--- src/rtl/ga23_vram_sched.sv ---
// GA23 VRAM time-slot scheduler: round-robin layer tile fetches, CPU slots and a
// per-line rowscroll/rowselect table fetch sharing one synchronous VRAM port.

module ga23_vram_sched_lane (
  input  logic       clk,
  input  logic       reset,
  input  logic       wr_scroll,
  input  logic       wr_sel,
  input  logic       enable,
  input  logic [9:0] din,
  output logic [9:0] scroll,
  output logic [9:0] sel
);
  logic [9:0] val;

  // A disabled layer still gets its slot; it just stores zero.
  assign val = enable ? din : 10'd0;

  always_ff @(posedge clk or posedge reset) begin
    if (reset) begin
      scroll <= '0;
      sel    <= '0;
    end else begin
      if (wr_scroll) scroll <= val;
      if (wr_sel)    sel    <= val;
    end
  end
endmodule

module ga23_vram_sched #(
  parameter int                NUM_LAYERS = 4,
  parameter int                CPU_SLOTS  = 2,
  parameter int                RS_TABLES  = 2,
  parameter int                ADDR_W     = 15,
  parameter int                DATA_W     = 16,
  parameter logic [ADDR_W-1:0] RS_BASE    = 15'h7000,
  parameter logic [ADDR_W-1:0] RS_STRIDE  = 15'h0100
) (
  input  logic                         clk,
  input  logic                         reset,
  input  logic                         ce,
  input  logic                         line_start,
  input  logic [9:0]                   line,
  input  logic [NUM_LAYERS-1:0]        rs_enable,
  input  logic [NUM_LAYERS*ADDR_W-1:0] layer_addr,
  input  logic                         cpu_req,
  input  logic                         cpu_we,
  input  logic [ADDR_W-1:0]            cpu_addr,
  input  logic [DATA_W-1:0]            cpu_wdata,
  output logic [DATA_W-1:0]            cpu_rdata,
  output logic                         cpu_ack,
  output logic                         busy,
  output logic [ADDR_W-1:0]            vram_addr,
  output logic [DATA_W-1:0]            vram_dout,
  output logic                         vram_we,
  input  logic [DATA_W-1:0]            vram_din,
  output logic [NUM_LAYERS-1:0]        layer_load,
  output logic [DATA_W-1:0]            tile_index,
  output logic [DATA_W-1:0]            tile_attrib,
  output logic [NUM_LAYERS*10-1:0]     rowscroll,
  output logic [NUM_LAYERS*10-1:0]     rowselect,
  output logic                         rs_active
);
  localparam int P  = 2 * (NUM_LAYERS + CPU_SLOTS);
  localparam int TW = $clog2(P);
  localparam int NE = NUM_LAYERS * RS_TABLES;
  localparam int FW = $clog2(2 * NE);

  typedef enum logic {RUN, FETCH} state_t;

  typedef struct packed {
    logic              we;
    logic [ADDR_W-1:0] addr;
    logic [DATA_W-1:0] wdata;
  } cpu_req_t;

  state_t                  state, state_nx;
  logic [TW-1:0]           t, t_nx;
  logic [FW-1:0]           ft, ft_nx;
  logic [FW-1:0]           e_full;
  logic                    enter_fetch, fetch_done;
  logic                    rs_pending, cpu_req_d, issued, accept;
  logic                    in_layer, slot_first, slot_second, fetch_odd;
  cpu_req_t                req;
  logic [DATA_W-1:0]       idx_latch;
  logic [ADDR_W-1:0]       lyr_addr, rs_addr;
  logic [NUM_LAYERS-1:0]   load_oh;

  assign accept      = cpu_req & ~cpu_req_d & ~busy;
  assign in_layer    = t < TW'(2 * NUM_LAYERS);
  assign slot_first  = !in_layer && !t[0];
  assign slot_second = !in_layer && t[0];
  assign e_full      = ft >> 1;
  assign fetch_odd   = ce && (state == FETCH) && ft[0];
  // Entry index already equals tab*NUM_LAYERS+l, so it scales the stride directly.
  assign rs_addr     = RS_BASE + ADDR_W'(e_full) * RS_STRIDE
                     + ADDR_W'({~line[7], line[6:0]});

  always_comb begin
    lyr_addr = '0;
    load_oh  = '0;
    for (int i = 0; i < NUM_LAYERS; i++) begin
      if (t[TW-1:1] == (TW-1)'(i)) lyr_addr = layer_addr[i*ADDR_W +: ADDR_W];
      load_oh[i] = (t == TW'(2 * i + 2));
    end
  end

  always_ff @(posedge clk or posedge reset) begin
    if (reset) begin
      state <= RUN;
      t     <= '0;
      ft    <= '0;
    end else begin
      state <= state_nx;
      t     <= t_nx;
      ft    <= ft_nx;
    end
  end

  always_comb begin
    state_nx    = state;
    t_nx        = t;
    ft_nx       = ft;
    enter_fetch = 1'b0;
    fetch_done  = 1'b0;
    if (ce) begin
      case (state)
        RUN: begin
          if (t == TW'(P - 1)) begin
            t_nx = '0;
            if (rs_pending) begin
              state_nx    = FETCH;
              enter_fetch = 1'b1;
            end
          end else begin
            t_nx = t + TW'(1);
          end
        end
        FETCH: begin
          if (ft == FW'(2 * NE - 1)) begin
            state_nx   = RUN;
            ft_nx      = '0;
            fetch_done = 1'b1;
          end else begin
            ft_nx = ft + FW'(1);
          end
        end
        default: state_nx = RUN;
      endcase
    end
  end

  always_ff @(posedge clk or posedge reset) begin
    if (reset) begin
      cpu_rdata   <= '0;
      cpu_ack     <= 1'b0;
      busy        <= 1'b0;
      vram_addr   <= '0;
      vram_dout   <= '0;
      vram_we     <= 1'b0;
      layer_load  <= '0;
      tile_index  <= '0;
      tile_attrib <= '0;
      rs_active   <= 1'b0;
      rs_pending  <= 1'b0;
      cpu_req_d   <= 1'b0;
      issued      <= 1'b0;
      req         <= '0;
      idx_latch   <= '0;
    end else begin
      layer_load <= '0;
      cpu_ack    <= 1'b0;
      vram_we    <= 1'b0;
      cpu_req_d  <= cpu_req;

      if (accept) begin
        req  <= '{we: cpu_we, addr: cpu_addr, wdata: cpu_wdata};
        busy <= 1'b1;
      end

      // A line_start landing on the wrap tick wins over the clear: one-period delay.
      if (line_start)       rs_pending <= 1'b1;
      else if (enter_fetch) rs_pending <= 1'b0;

      if (enter_fetch)     rs_active <= 1'b1;
      else if (fetch_done) rs_active <= 1'b0;

      if (ce) begin
        if (state == RUN) begin
          if (in_layer) begin
            if (!t[0]) begin
              vram_addr <= {lyr_addr[ADDR_W-1:1], 1'b0};
            end else begin
              idx_latch <= vram_din;
              vram_addr <= {lyr_addr[ADDR_W-1:1], 1'b1};
            end
          end
          if (|load_oh) begin
            tile_index  <= idx_latch;
            tile_attrib <= vram_din;
            layer_load  <= load_oh;
          end
          // Only a request already held at the slot's first tick is served there.
          if (slot_first) begin
            issued <= busy;
            if (busy) begin
              vram_addr <= req.addr;
              vram_dout <= req.wdata;
              vram_we   <= req.we;
            end
          end
          if (slot_second && issued) begin
            cpu_rdata <= vram_din;
            cpu_ack   <= 1'b1;
            busy      <= 1'b0;
            issued    <= 1'b0;
          end
        end else if (!ft[0]) begin
          vram_addr <= rs_addr;
        end
      end
    end
  end

  for (genvar l = 0; l < NUM_LAYERS; l++) begin : g_lane
    logic wr_scroll, wr_sel;
    assign wr_scroll = fetch_odd && (e_full == FW'(l));
    assign wr_sel    = (RS_TABLES > 1) && fetch_odd && (e_full == FW'(NUM_LAYERS + l));

    ga23_vram_sched_lane u_lane (
      .clk       (clk),
      .reset     (reset),
      .wr_scroll (wr_scroll),
      .wr_sel    (wr_sel),
      .enable    (rs_enable[l]),
      .din       (vram_din[9:0]),
      .scroll    (rowscroll[l*10 +: 10]),
      .sel       (rowselect[l*10 +: 10])
    );
  end
endmodule

--- config.mk ---
export PLATFORM = sky130hd
export DESIGN_NAME = ga23_vram_sched
export DESIGN_NICKNAME = d
export VERILOG_FILES = /design/src/rtl/ga23_vram_sched.sv
export SDC_FILE = /design/constraint.sdc
export NUM_CORES = 1
export LEC_CHECK = 0
export BUFFER_PORTS_ARGS = -buffer_cell sky130_fd_sc_hd__buf_2
export CAP_MARGIN = 20
export CORE_MARGIN = 2
export CORE_UTILIZATION = 35
export CTS_CLUSTER_SIZE = 25
export DETAILED_ROUTE_END_ITERATION = 6
export GPL_ROUTABILITY_DRIVEN = 0
export HOLD_SLACK_MARGIN = 0.06
export SLEW_MARGIN = 20
export SYNTH_ARGS = -nofsm -noshare
export SYNTH_HDL_FRONTEND = slang
export SYNTH_SLANG_ARGS = --single-unit
--- constraint.sdc ---
create_clock -name clk -period 13.55 [get_ports clk]
set_input_delay 3.3875 -clock clk [delete_from_list [all_inputs] [get_ports clk]]
set_output_delay 3.3875 -clock clk [all_outputs]
set_load 0.005 [all_outputs]
==> run metrics <==
run status=complete, no violations; worst endpoint required time=13.96 ns; post_cts resized=0; Clock transition at path regs=0.06 ns; IO Pins=294; commonest non-fill, non-tap cell in the layout=buf_2; Psw=0.803 mW; CP Class=input pin to register; Tot Pwr=2.52 mW; pre-CTS setup slack=7.73 ns; CTS buffer count=26; Sw Ratio=31.8%; Longest Clk Path Bufs=3; total grt overflow=0; Port Buf Inserts=287; die height=169 µm; synthesized area=9530 µm²; Die W=169 µm; Flop pwr share=42.8%; vias in the first global route=6885; Cells after Synth=801; DP Wirelength=17.7 mm; initial antenna violation count=3; syn_nets=932; Synth cell types=53; worst vdd ir=121 µV; Tmin final=5.26 ns; Final Cell Area=12000 µm²; share of layout cells above drive strength 1=44.2%; setup violators final=0; Final Non-Filler Cells=1427; DR DRC count=0; most frequent cells in the layout=287 x buf_2, 227 x dfrtp_1, 143 x nand2_1; Hold Buf Count CTS=0; crit-path max FO=32; Cell Pwr Density=210 nW/µm²; via-per-instance ratio=4.84; Layout fillers=2574; CTS tree=yes; WL/cell=18.1 µm; number of synthesized flops with an enable pin=0; Post-DP Area=11200 µm²; Routed Antenna Nets=0; RSZ-0062 raised after global routing=no; max_cap viols=0; 1st-iter DRT viols=339; FF+latch count, synth=227; Critical Path Source Type=input pin; Tot GR Track Use=17.8%; LEAKAGE=6.03 nW; worst-skew pair later-pin latency=0.53 ns; top_reg_cell synth=dfrtp_1; first-pass GRT wire length=40.2 mm; Clk network pwr share=25.9%; combinational power share=31.3%; Final Cycle Share=38.8%; CTS H-Tree Depth=1; Root Buffer=clkbuf_16; fraction of registers with async set/reset=100%; worst relative slew slack=30.2%; clk sinks=227; Slew @ Worst Pin=1.05 ns; via count=6905; CP Data Arrival Time=5.67 ns; setup_tns=0 ns; # Post-CTS Setup Buffers=0; final max-slew violation count=0; row cnt=60; Post-Route WL=25.8 mm; Inst Count DP=1381; Post-Route Skew=0.00725 ns; Ys Warns=0; syn avg cell area=11.9 µm²; CP endpoint kind=register; Starting Density=35.5%; layout overhead on the synthesized area=25.9%; core area=26900 µm²; worst hold path class=register to register; largest net degree at the start of global routing=97; highest clock rate=190 MHz; Final Net Count=1199; Final Hold Vio Count=0; die area=28600 µm²; Seq/Total Area, Yosys=59.6%; DR pass1 iterations=6; setup slack after layout=8.29 ns; Internal Power=1.72 mW
worst paths after layout:
| check | start | to | slack [ns] | cells after the start |
|---|---|---|---|---|
| setup / recovery | ce | tile_attrib[4] | 8.29 | 5 |
| max in group asynchronous | reset | g_lane[0].u_lane.sel[0] | 9.35 | 3 |
| hold reg to reg | req[10] | vram_dout[10] | 0.46 | 2 |
| min in group asynchronous | reset | vram_dout[1] | 2.96 | 2 |
| setup reg to reg | t[3] | tile_attrib[4] | 10.90 | 3 |
| hold / removal | req[10] | vram_dout[10] | 0.46 | 2 |
sequential cells by signal, indices dropped and copies added, names as in the netlist, 4 cells and up:
register	cells
layer_load	4
g_lane.u_lane.sel	40
tile_attrib	16
tile_index	16
vram_addr	15
req	32
vram_dout	16
g_lane.u_lane.scroll	40
t	4
ft	4
idx_latch	16
cpu_rdata	16
critical path, stage by stage:
cell and delay (ns):
buf_2 0.20, nor2b_4 0.29, nand2b_1 0.42, o21bai_4 0.93, mux2_2 0.42
power by group through the flow:
stage,Clock [mW],Combinational (mW),Sequential (mW)
floorplan,0,0.489,1.08
global placement,0,0.790,1.08
detailed placement,0,0.804,1.09
CTS,0.677,0.807,1.08
global route,0.702,0.877,1.12
finish,0.653,0.791,1.08
stage by stage:
stage / hold slack [ns] / util (%)
5_1_grt: 0.479 / 44.7
3_3_place_gp: 0.442 / 41.7
2_1_floorplan: 0.435 / -
6_report: 0.460 / 44.7
3_5_place_dp: 0.450 / 41.7
4_1_cts: 0.464 / 44.6
cell type report:
cell class | instances | area [µm²] | area share, %
antenna | 3 | 7.51 | 0.0625
clock buffer | 35 | 744 | 6.20
clock inverter | 8 | 51.3 | 0.427
inverter | 27 | 109 | 0.907
multi-input combinational | 488 | 3470 | 28.9
sequential | 227 | 5680 | 47.3
tap | 341 | 427 | 3.55
timing repair buffer | 298 | 1520 | 12.7
cell usage after synthesis (5+ instances only):
master | number | area share, %
dfrtp_1 | 227 | 60
nand2_1 | 143 | 5.6
mux2_2 | 119 | 14
o21ai_0 | 60 | 3.1
inv_1 | 27 | 1.1
nand3_1 | 24 | 1.3
clkbuf_1 | 22 | 0.87
nor2_1 | 18 | 0.71
buf_2 | 14 | 0.73
a21oi_1 | 13 | 0.68
buf_1 | 12 | 0.47
and2_1 | 10 | 0.66
mux4_2 | 10 | 2.4
mux2i_1 | 9 | 0.94
o21ai_1 | 7 | 0.37
and3_1 | 6 | 0.39
buf_4 | 6 | 0.47
nor2b_1 | 6 | 0.39
o211ai_1 | 6 | 0.47
buf_6 | 5 | 0.59
layer usage:
metal | GRT usage [%] | part of all wire (%)
met4 | 6.73 | 3.4
met2 | 28.4 | 47
met3 | 3.72 | 6.0
met5 | 0 | 0
met1 | 24.0 | 44
cells by family (layout without fill, tap and decap cells):
logic type / count (synthesis) / after routing / share of synthesized area (%)
compound gates: 110 / 110 / 6.76
xor+xnor: 1 / 1 / 0.0919
fa+ha+maj: 4 / 4 / 0.525
buf+inv: 86 / 368 / 4.20
flops: 227 / 227 / 59.6
mux: 140 / 140 / 17.6
other cells: 0 / 3 / 0
simple gates: 233 / 233 / 11.2
No activity file was read; power rests on OpenSTA's default activity.
